**config.mk**
```make
export PLATFORM = sky130hd
export DESIGN_NAME = alu_acc_sequencer
export DESIGN_NICKNAME = d
export VERILOG_FILES = /design/src/rtl/alu_acc_sequencer.sv
export SDC_FILE = /design/constraint.sdc
export NUM_CORES = 1
export LEC_CHECK = 0
export CAP_MARGIN = 0
export CORE_MARGIN = 2
export CORE_UTILIZATION = 38
export DETAILED_ROUTE_END_ITERATION = 10
export PLACE_DENSITY = 0.8
export SLEW_MARGIN = 20
export SYNTH_ARGS = -nofsm -noshare
export SYNTH_HDL_FRONTEND = slang
export SYNTH_SLANG_ARGS = --single-unit
```
**constraint.sdc**
```tcl
create_clock -name clk -period 2.5 [get_ports clk]
set_clock_uncertainty 0.1 [all_clocks]
set_input_delay 0.5 -clock clk [delete_from_list [all_inputs] [get_ports clk]]
set_output_delay 0.5 -clock clk [all_outputs]
set_load 0.1 [all_outputs]
```
**src/rtl/alu_acc_sequencer.sv**
```systemverilog
// Microcoded sequencer driving the ALU/accumulator: fetch+exec is 2 cycles per instruction.
// ALU_EXT stalls in WAIT with ext_ready high until ext_valid; rst overrides everything.
module alu_acc_sequencer #(
    parameter int DATA_WIDTH = 16,
    parameter int OP_WIDTH   = 8,
    parameter int ADDR_WIDTH = 8
) (
    input  logic                             clk,
    input  logic                             rst,
    input  logic                             start,
    input  logic [ADDR_WIDTH-1:0]            start_addr,
    output logic                             busy,
    output logic                             done,
    output logic [ADDR_WIDTH-1:0]            prog_addr,
    input  logic [4+OP_WIDTH+DATA_WIDTH-1:0] prog_data,
    input  logic [DATA_WIDTH-1:0]            ext_data,
    input  logic                             ext_valid,
    output logic                             ext_ready,
    output logic                             dp_ce,
    output logic [OP_WIDTH-1:0]              dp_op,
    output logic [DATA_WIDTH-1:0]            dp_in,
    input  logic                             dp_zero
);
    localparam int IW = 4 + OP_WIDTH + DATA_WIDTH;

    localparam logic [2:0] S_IDLE   = 3'd0;
    localparam logic [2:0] S_FETCH  = 3'd1;
    localparam logic [2:0] S_EXEC   = 3'd2;
    localparam logic [2:0] S_WAIT   = 3'd3;
    localparam logic [2:0] S_HALTED = 3'd4;

    localparam logic [3:0] K_ALU_IMM = 4'd1;
    localparam logic [3:0] K_ALU_EXT = 4'd2;
    localparam logic [3:0] K_JMP     = 4'd3;
    localparam logic [3:0] K_JZ      = 4'd4;
    localparam logic [3:0] K_JNZ     = 4'd5;
    localparam logic [3:0] K_HALT    = 4'd6;

    logic [2:0]            state, state_nxt;
    logic [ADDR_WIDTH-1:0] pc, pc_nxt, pc_inc, target;
    logic [OP_WIDTH-1:0]   op_lat, op_lat_nxt;
    logic [3:0]            kind;
    logic [OP_WIDTH-1:0]   opf;
    logic [DATA_WIDTH-1:0] imm;
    logic                  ce_c, ready_c;
    logic [OP_WIDTH-1:0]   op_c;
    logic [DATA_WIDTH-1:0] in_c;

    assign kind   = prog_data[IW-1 -: 4];
    assign opf    = prog_data[IW-5 -: OP_WIDTH];
    assign imm    = prog_data[DATA_WIDTH-1:0];
    assign pc_inc = pc + ADDR_WIDTH'(1);
    assign target = imm[ADDR_WIDTH-1:0];

    always_comb begin
        state_nxt  = state;
        pc_nxt     = pc;
        op_lat_nxt = op_lat;
        ce_c       = 1'b0;
        ready_c    = 1'b0;
        op_c       = '0;
        in_c       = '0;
        case (state)
            S_IDLE, S_HALTED: begin
                if (start) begin
                    pc_nxt    = start_addr;
                    state_nxt = S_FETCH;
                end
            end
            S_FETCH: state_nxt = S_EXEC;
            S_EXEC: begin
                state_nxt = S_FETCH;
                pc_nxt    = pc_inc;
                case (kind)
                    K_ALU_IMM: begin
                        ce_c = 1'b1;
                        op_c = opf;
                        in_c = imm;
                    end
                    K_ALU_EXT: begin
                        op_lat_nxt = opf;
                        pc_nxt     = pc;
                        state_nxt  = S_WAIT;
                    end
                    K_JMP:   pc_nxt = target;
                    K_JZ:    if (dp_zero)  pc_nxt = target;
                    K_JNZ:   if (!dp_zero) pc_nxt = target;
                    K_HALT: begin
                        pc_nxt    = pc;
                        state_nxt = S_HALTED;
                    end
                    default: ; // NOP and unused kinds just advance
                endcase
            end
            S_WAIT: begin
                ready_c = 1'b1;
                if (ext_valid) begin
                    ce_c      = 1'b1;
                    op_c      = op_lat;
                    in_c      = ext_data;
                    pc_nxt    = pc_inc;
                    state_nxt = S_FETCH;
                end
            end
            default: state_nxt = S_IDLE;
        endcase
    end

    always_ff @(posedge clk) begin
        if (rst) begin
            state  <= S_IDLE;
            pc     <= '0;
            op_lat <= '0;
        end else begin
            state  <= state_nxt;
            pc     <= pc_nxt;
            op_lat <= op_lat_nxt;
        end
    end

    // Datapath strobes are suppressed in the reset cycle so nothing is written while rst is high.
    assign prog_addr = pc;
    assign busy      = (state == S_FETCH) || (state == S_EXEC) || (state == S_WAIT);
    assign done      = (state == S_HALTED);
    assign ext_ready = ready_c & ~rst;
    assign dp_ce     = ce_c & ~rst;
    assign dp_op     = rst ? '0 : op_c;
    assign dp_in     = rst ? '0 : in_c;

endmodule

```
* Word-level counts from Yosys, hierarchy flattened
Index checks and enable logic that the tools add are counted.
** Operators by class
- Add/sub/neg operators :: 1
- Multipliers :: 0
- Divide/modulo/power cells :: 0
- Order comparisons :: 0
- Equality and inequality tests :: 13
- Shift-type cells :: 0
- Mux-type cells :: 22
- Bitwise logic cells :: 3
- Reduce and logical (&&, ||, !) cells :: 9
** Operators by type and width (count)
- 8-bit two-way mux :: 7
- 16-bit two-way mux :: 3
- 16-bit one-hot mux with 2 select lines :: 1
- 8-bit one-hot mux with 4 select lines :: 1
- 8-bit one-hot mux with 3 select lines :: 1
- 8-bit one-hot mux with 2 select lines :: 1
- 4-bit by 3-bit equality test with 1-bit output, second input constant :: 3
- 3-bit one-hot mux with 4 select lines :: 1
- 8-bit by 1-bit adder with 8-bit output, second input constant :: 1
- 4-bit by 2-bit equality test with 1-bit output, second input constant :: 2
- 3-bit by 2-bit equality test with 1-bit output, second input constant :: 2
- 3-bit two-way mux :: 2
- 2-bit != test, second input constant :: 3
- 3-bit one-hot mux with 2 select lines :: 1
- 4-bit by 1-bit equality test with 1-bit output, second input constant :: 1
- 2-bit AND reduction :: 2
- 4-bit AND reduction :: 1
- 2-bit OR reduction :: 2
- 3-bit by 1-bit equality test with 1-bit output, second input constant :: 1
- 3-bit equality test, second input constant :: 1
- 3-bit logical NOT :: 1
- 1-bit two-way mux :: 3
- 3-bit nonzero test :: 1
- 1-bit bitwise AND :: 2
- 3 further kinds :: 4
** Word-level totals
- Bits in registers :: 19
- Latch bits :: 0
- Memory bits (writable) :: 0
- ROM bits :: 0
- Output and inout bits :: 36
- Logic and storage cells :: 51
- Memories :: 0

* Depth between registers and ports, before layout
Gate-level depths: netlist of run 1.
- Depth in word-level cells :: 4
- Depth in mapped cells :: 7
- Depth with buffers taken out :: 5

* Worst setup path before layout of run 1
OpenSTA, ideal clock, no wires.
- Kind :: input to output
- Start :: input port prog_data[27]
- End :: output port dp_in[10]
- Data arrival time :: 2.835 ns
- Data required time :: 1.900 ns
- Path slack :: -0.935 ns
- Stages on the path :: 7
- Cells stage by stage :: buf_2 nor4b_4 and4bb_1 buf_2 buf_4 a22oi_1 nor2_1
** On the way
- Longest elaborated chain between the ends :: 4
** Ends and longest elaborated chain
- from (decl) :: RTL line 15 : input logic [4+OP_WIDTH+DATA_WIDTH-1:0] prog_data,
- 4-bit by 1-bit equality test with 1-bit output :: RTL line 74 : case (kind)
- 16-bit two-way mux :: RTL line 74
- 16-bit one-hot mux with 2 select lines :: RTL line 63 : case (state)
- 16-bit two-way mux :: RTL line 128 : assign dp_in = rst ? '0 : in_c;
- to (decl) :: RTL line 21 : output logic [DATA_WIDTH-1:0] dp_in,
No other way between the ends.

* Worst setup path after layout of run 1
- Start :: register state[0]
- End :: output port dp_op[7]
** On the way
- Longest elaborated chain between the ends :: 3
- Elaborated cells on any way between the ends :: 4
- Classes of those cells :: eq/ne: 2; mux: 2
** Ends and longest elaborated chain
- from (decl) :: RTL line 39 : logic [2:0] state, state_nxt;
- from (signal assigned) :: RTL line 115 : state <= state_nxt;
- 3-bit by 2-bit equality test with 1-bit output :: RTL line 63
- 8-bit one-hot mux with 2 select lines * :: RTL line 63
- 8-bit two-way mux * :: RTL line 127 : assign dp_op = rst ? '0 : op_c;
- to (decl) :: RTL line 20 : output logic [OP_WIDTH-1:0] dp_op,
Mark *: on every way between the ends. The rest lies on a longest branch, timed or not.

==> results of run 1 <==
-- sequential cells by signal, indices dropped and copies added, names as in the netlist --
name and cells:
op_lat 8, state 3, prog_addr 8
-- per-layer routing --
layer,GRT usage,vias to the layer above,share of wire
met3,0.0666,15,0.090
li1,-,1015,-
met5,0,-,0
met4,0.100,0,0.023
met2,0.536,121,0.52
met1,0.333,1029,0.37
-- placed cells by master, fill, tap and decap left out, types with 4 or more instances in the layout --
| master | instances |
|---|---|
| clkdlybuf4s50_1 | 52 |
| buf_12 | 33 |
| nand2b_1 | 8 |
| a22oi_1 | 8 |
| o21ai_0 | 4 |
| and3_1 | 4 |
| nand3_1 | 7 |
| nor3_1 | 5 |
| a22oi_2 | 17 |
| mux2i_1 | 8 |
| nand2_1 | 6 |
| nor2_4 | 26 |
| buf_4 | 22 |
| a311oi_1 | 7 |
| nor2_1 | 15 |
| a21oi_1 | 14 |
| dfxtp_1 | 16 |
| o21a_1 | 4 |
-- cell families after synthesis --
logic type,count (synthesis)
compound gates,70
xor+xnor,4
fa+ha+maj,1
buf+inv,21
flops,19
mux,8
simple gates,89
-- power by group --
part	switching, mW	leakage, nW	internal (mW)
logic	0.229	0.902	0.166
registers	0.0254	0.157	0.317
clock network	0.114	0.0228	0.114
-- synth_stat cells (2+ instances only) --
cell and number:
nor2_1 41, a311oi_1 7, o221a_2 2, o21ai_0 4
dfxtp_1 19, o22ai_1 2, nor4_1 2, a21oi_1 14
inv_1 3, nand2b_1 9, o21a_1 4, a22oi_1 25
or4b_1 2, and3_1 4, buf_4 2, mux2i_1 8
a32oi_1 2, nor3_1 5, clkbuf_1 10, nand3_1 7
and2_1 2, nand3b_1 2, o21ai_1 2, xnor2_1 3
nand2_1 6, buf_2 6
-- worst min-delay path: stages, from the launching register on --
cell	delay, ps
dfxtp_1	330
mux2i_1	60
nor2_1	70
-- cell type report --
type	count	area (um^2)	share of cell area
timing repair buffer	114	1460	0.433
multi-input combinational	172	1400	0.416
sequential	19	389	0.115
tap	50	62.6	0.0186
clock buffer	4	45.0	0.0134
inverter	3	11.3	0.00334
-- timing repair --
item | CTS | global route
cloned | 3 | 0
endpoints found under the setup margin | 25 | 25
pin swaps | 16 | 10
gates resized for setup | 16 | 5
setup buffers | 5 | 0
-- per-stage QoR --
stage                     hold WS [ps]  setup WS [ps]  cells
after floorplan                    361           -167    212
after global placement             380           -223    351
after detailed placement           386           -311    351
after CTS                          404          -1.04    362
after global routing               450          -86.6    362
final                              403         0.0731    362
-- worst paths after layout --
path / from / endpoint / cells after the start
max: state[0]$_SDFFE_PP0P_ / dp_op[7] / 7
min: op_lat[5]$_SDFFE_PP0P_ / op_lat[5]$_SDFFE_PP0P_ / 2
max reg2reg: state[2]$_SDFFE_PP0P_ / op_lat[2]$_SDFFE_PP0P_ / 6
min reg2reg: op_lat[5]$_SDFFE_PP0P_ / op_lat[5]$_SDFFE_PP0P_ / 2
==> results.cfg, run 1 <==
[synthesis]
synth_xor_area_frac = 0.0269
ys_async_sr_fraction = 0
yosysTopAreaCellShare = 0.240
synth_nets = 270
synth_cell_type_count = 45
synth_top_area_cell = dfxtp_1
synth_edf_count = 0
synth_compound_area_frac = 0.315
yosysSeqAreaShare = 0.240
syn_area_per_cell_um2 = 7.47
synth_warnings = 0
synthMuxAreaShare = 0.0506
synth_top_flop_cell = dfxtp_1
ys_ff_latch = 19
synthSimpleGateAreaFrac = 0.300
synthAdderAreaFrac = 0.00791
syn_inst = 212
synth_top_family_by_area = compound AO/OA/AOI/OAI gates
syn_area_um2 = 1580
synthTopCellsByArea = dfxtp_1, a22oi_1, nor2_1

[global_route]
grt_util_all_layers = 0.294
grt_start_max_net_pins = 27
grt_pass1_vias = 2093
grt_overflow = 0
grt_first_pass_wirelength_mm = 10.3
grt_antenna_before_repair = 0

[finish]
fin_nets = 371
num-fill-cells = 222
antenna_cells = 0
finalCoreUtilization = 0.842
finalInstanceArea_um2 = 3370
layout-drive-gt1-share = 0.375
syn_to_final_growth_pct = 113

[floorplanning]
core_um2 = 4000
initial_utilization = 0.396
die_x_um = 68.5
die-area_um2 = 4700
rows = 23
die_h_um = 68.5
ioPinCount = 93

[clocking]
cts_made_buffers = 3
hold_buffers = 0
clk_latency_ps = 260
clk_path_buf_depth = 2
cts.sinks = 19
tritoncts = yes
clkTransAtPathRegs_ps = 80
root_buffer = clkbuf_8
cts.htree.levels = 1

[worst_setup_path]
worst-r2r-setup-slack_ps = 470
crit_top_cell = buf_12
cp-end-kind = output port
crit_fanout = 7
path_cells = nor4b_4 -> and4bb_4 -> buf_12 -> buf_12 -> a22oi_1 -> nor2_4 -> buf_12
crit_buf_inv = 3
cp_slowest_stage_delay_ps = 370
critical_path_class = register to output port
crit_arrival_ps = 1900
worst_ep_required_time_ps = 1900
crit_family = simple AND/OR/NAND/NOR gates
worst_path_max_delay_cell = dfxtp_4
cp-start-kind = register

[power]
ir_drop_uv = 275
leakage_nw = 1.08
power_mw = 0.964
powerDensity_nw_per_um2 = 286

[timing]
hold_violations = 0
slew_viol_final = 0
tns_ps = 0
max_slew.worst_pin.slew_ps = 848
fmax_mhz = 400
fin_crit_ps = 2500
maxSlewHeadroom = 0.431
setup_viol = 0
final.period_utilization = 1.00
rsz0062_at_grt = true

[outcome]
status = completed

[drt]
num_vias = 2180
viasPerCell = 6.02
drt_iter0_markers = 115
drt-total-wl_mm = 6.93
first_pass_iters = 4
postRouteAntennaNets = 0
drc = 0
avgRoutedWirePerCell_um = 19.1

[place]
io_buffers = 92
place.gp.congestion = 0.853
dpl.hpwl_mm = 4.61
placed_area_um2 = 3160

[job]
drv_cap = 0

[worst_hold_path]
hold_class = register to register
(Power assumes the default switching activity.)
==> inputs of run 2 (changes only) <==
Settings changed: ABC_CLOCK_PERIOD_IN_PS set to 2500, CAP_MARGIN 0 to 20, SETUP_SLACK_MARGIN set to 0.15.
==> results.cfg, run 2 (synthesized netlist as in run 1, its figures left out) <==
[floorplanning]
initial_utilization = 0.396
ioPinCount = 93
core_um2 = 4000
die_x_um = 68.5
die_h_um = 68.5
die-area_um2 = 4700
rows = 23

[power]
ir_drop_uv = 397
powerDensity_nw_per_um2 = 279
leakage_nw = 1.17

[clocking]
cts_made_buffers = 3
clk_latency_ps = 270
cts.sinks = 19
root_buffer = clkbuf_8
clkTransAtPathRegs_ps = 90
clk_path_buf_depth = 2
cts.htree.levels = 1
tritoncts = yes
hold_buffers = 0

[place]
dpl.hpwl_mm = 4.52
place.gp.congestion = 0.866
placed_area_um2 = 3210
io_buffers = 92

[worst_hold_path]
hold_class = register to register

[finish]
fin_nets = 386
finalInstanceArea_um2 = 3540
layout_commonest_cell = clkdlybuf4s50_1
layout-drive-gt1-share = 0.434
antenna_cells = 0
final_cell_mix = clkdlybuf4s50_1, buf_4, buf_12
syn_to_final_growth_pct = 124

[outcome]
status = finished with violations
violations = negative setup slack

[worst_setup_path]
cp-start-kind = register
critical_path_class = register to output port
crit_arrival_ps = 1960
cp-end-kind = output port
crit_fanout = 6
worst_ep_required_time_ps = 1900

[global_route]
grt_pass1_vias = 2215
grt_overflow = 0
grt_util_all_layers = 0.319
grt_antenna_before_repair = 0
grt_start_max_net_pins = 26
grt_first_pass_wirelength_mm = 10.9

[drt]
num_vias = 2271
drt-total-wl_mm = 7.53
postRouteAntennaNets = 0
first_pass_iters = 5
drt_iter0_markers = 246
drc = 0
viasPerCell = 6.02
avgRoutedWirePerCell_um = 20.0

[timing]
slew_viol_final = 0
hold-worst-slack_ps = 432
max_slew.worst_pin.slew_ps = 829
hold_violations = 0
rsz0062_at_grt = true
setup_viol = 8
final.period_utilization = 1.02
setup_slack_ps = -56.0
maxSlewHeadroom = 0.444
fmax_mhz = 391
fin_crit_ps = 2560

[job]
drv_cap = 0
==> run 2: where the power goes <==
group          leakage (nW)  internal, mW  total, mW  switching, mW
logic                 0.987         0.174      0.412          0.238
clock network        0.0217         0.113      0.233          0.120
registers             0.157         0.317      0.342         0.0250
==> run 2: path summary, 6_finish.rpt <==
check        slack (ps)  cells after the start                   endpoint              startpoint
max                 -60                      8                  dp_in[13]   state[0]$_SDFFE_PP0P_
min                 430                      2     op_lat[6]$_SDFFE_PP0P_  op_lat[6]$_SDFFE_PP0P_
max reg2reg         230                     12  prog_addr[0]$_SDFFE_PP0P_   state[1]$_SDFFE_PP0P_
min reg2reg         430                      2     op_lat[6]$_SDFFE_PP0P_  op_lat[6]$_SDFFE_PP0P_
==> run 2: worst max-delay path, cell delays in order (launching register included) <==
cell and delay, ps:
dfxtp_2 350, nor4b_4 270, and4bb_4 310, buf_12 110, buf_12 90, buf_16 120
a22oi_2 100, nor2_4 150, buf_12 180
==> run 2: metal layers <==
| metal | track usage | vias to the layer above | routed length, um | part of all wire |
|---|---|---|---|---|
| met1 | 0.350 | 1049 | 2680 | 0.36 |
| met5 | 0 | - | 0 | 0 |
| met2 | 0.563 | 147 | 3850 | 0.51 |
| li1 | - | 1043 | - | - |
| met4 | 0.165 | 0 | 382 | 0.051 |
| met3 | 0.0795 | 32 | 624 | 0.083 |
==> run 2: final cells by class <==
type	count	area, um^2
clock inverters	1	7.51
repair buffers	129	1590
fillers	179	459
clock buffers	3	41.3
multi-input cells	172	1440
inverters	3	11.3
well taps	50	62.6
flip-flops and latches	19	389
==> run 2: repair_timing <==
item	4_1_cts	5_1_grt
gates cloned	3	0
buffers inserted	12	1
pin swaps	27	10
setup endpoints to repair	26	26
resized for setup	27	7
hold endpoints to repair	0	0
==> run 2: metrics by stage <==
step | TNS (ps) | setup WS, ps | instances | util | total power, mW
6_report | -195 | -56.0 | 377 | 0.885 | 0.986
5_1_grt | -690 | -87.3 | 377 | 0.885 | 1.02
4_1_cts | -55.6 | -11.0 | 376 | 0.877 | 0.969
3_5_place_dp | -6160 | -263 | 357 | 0.802 | 0.738
3_3_place_gp | -5330 | -223 | 357 | 0.802 | 0.732
2_1_floorplan | -3370 | -167 | 212 | - | 0.564
==> inputs of run 3 (changes only) <==
==> constraint.sdc (replaced) <==
create_clock -name clk -period 2.5 [get_ports clk]
set_clock_uncertainty 0.1 [all_clocks]
set_input_delay 0.25 -clock clk [delete_from_list [all_inputs] [get_ports clk]]
set_output_delay 0.25 -clock clk [all_outputs]
set_load 0.1 [all_outputs]
==> results.cfg, run 3 (synthesized netlist as in run 1, its figures left out) <==
[clocking]
tritoncts = yes
hold_buffers = 0
cts.sinks = 19
cts.htree.levels = 1
clkTransAtPathRegs_ps = 90
clk_latency_ps = 270
cts_made_buffers = 3
clk_path_buf_depth = 2
root_buffer = clkbuf_8
post-cts-setup-buffers = 0

[worst_hold_path]
hold_class = register to register
hold_start = op_lat[4]$_SDFFE_PP0P_
worstHoldPathCells = 2
min_to = op_lat[4]$_SDFFE_PP0P_

[power]
powerDensity_nw_per_um2 = 311
ir_drop_uv = 188
leakage_nw = 0.963

[global_route]
grt_first_pass_wirelength_mm = 8.68
top_usage_layer = met2
grt_util_all_layers = 0.241
use_met3 = 0.0633
grt_antenna_before_repair = 0
grt_start_max_net_pins = 26
grt_overflow = 0
grt_pass1_vias = 1892
grtUsageMet2 = 0.412
grt_use_met1 = 0.295

[worst_setup_path]
critical_path_class = register to output port
crit_arrival_ps = 1900
crit_family = simple AND/OR/NAND/NOR gates
cp-end-kind = output port
r2r_end = op_lat[3]$_SDFFE_PP0P_
crit_fanout = 25
rr_worst_depth = 5
reg2reg_from = state[2]$_SDFFE_PP0P_
worst_ep_required_time_ps = 2150
cp_slowest_stage_delay_ps = 390
crit_buf_inv = 2
worst-r2r-setup-slack_ps = 630
cp-start-kind = register
crit_top_cell = buf_12
path_cells = nor4b_4 -> and4bb_1 -> buf_12 -> a22oi_1 -> nor2_1 -> buf_12
worst_path_max_delay_cell = dfxtp_2

[place]
io_buffers = 92
place.gp.congestion = 0.840
dp.cells = 344
dpl.hpwl_mm = 4.36
dp_slack_ps = 246

[timing]
rsz0062_at_grt = false
tns_ps = 0
max_slew.worst_pin.slew_ps = 760
fmax_mhz = 445
hold_violations = 0
slew_viol_final = 0
maxSlewHeadroom = 0.490
fin_crit_ps = 2250
final.period_utilization = 0.898
setup_slack_ps = 255
setup_viol = 0

[drt]
first_pass_iters = 4
drc = 0
viasPerCell = 5.75
drt_iter0_markers = 168
avgRoutedWirePerCell_um = 16.2
postRouteAntennaNets = 0
num_vias = 2000
drt-total-wl_mm = 5.63

[finish]
stdcell_count = 348
final_cell_mix = clkdlybuf4s50_1, buf_12, a22oi_1
finalCoreUtilization = 0.748
antenna_cells = 0
layout_commonest_cell = clkdlybuf4s50_1
fin_nets = 357
layout-drive-gt1-share = 0.285
syn_to_final_growth_pct = 88.9
num-fill-cells = 312

[job]
drv_cap = 0

[floorplanning]
initial_utilization = 0.396
rows = 23
core_um2 = 4000
die_x_um = 68.5
die_h_um = 68.5
ioPinCount = 93
die-area_um2 = 4700

[outcome]
status = completed
[run 3: metrics by stage]
| stage | power (mW) | cell area [um^2] | hold WS [ps] |
|---|---|---|---|
| floorplan | 0.557 | 1700 | 261 |
| detailed placement | 0.710 | 2930 | 387 |
| finish | 0.931 | 2990 | 402 |
| global route | 0.969 | 2990 | 439 |
| CTS | 0.930 | 2980 | 404 |
| global placement | 0.704 | 2930 | 371 |
[run 3: final cells by class]
class	instances	area, um^2	share of cell area
multi-input combinational	172	1240	0.415
timing repair buffer	100	1240	0.415
inverter	3	11.3	0.00377
clock inverter	1	5.00	0.00167
tap	50	62.6	0.0209
clock buffer	3	41.3	0.0138
sequential	19	387	0.129
[run 3: timing repair]
item	4_1_cts	5_1_grt
resized for setup	1	5
pin swaps	0	1
endpoints found under the setup margin	4	25
[run 3: how the worst max path moves through the flow]
stage                          startpoint                        end  slack [ps]  depth (start not counted)
finish              state[2]$_SDFFE_PP0P_                   dp_op[2]         250                          6
global route        state[2]$_SDFFE_PP0P_                   dp_op[2]         150                          6
CTS                 state[0]$_SDFFE_PP0P_                   dp_op[7]         170                          6
detailed placement          prog_data[27]  prog_addr[3]$_SDFFE_PP0P_         250                          6
global placement            prog_data[27]                   dp_op[7]         280                          7
floorplan           state[2]$_SDFFE_PP0P_                   dp_op[2]        -300                          5
[run 3: worst register-to-register path, delay by kind of cell, from the launching register on]
family | cells | cell delay [ps]
muxes | 1 | 220
DFF | 1 | 390
buffers and inverters | 1 | 250
and+or+nand+nor | 3 | 780
[run 3: report_power, final]
group	internal, mW	total [mW]	switching [mW]	leakage [nW]
sequential	0.318	0.348	0.0303	0.157
combinational	0.150	0.357	0.208	0.781
clock	0.111	0.226	0.115	0.0255
[run 3: routing by layer]
layer | part of all wire | vias up
met3 | 0.084 | 12
met4 | 0.017 | 0
met2 | 0.51 | 79
li1 | - | 981
met1 | 0.39 | 928
met5 | 0 | -
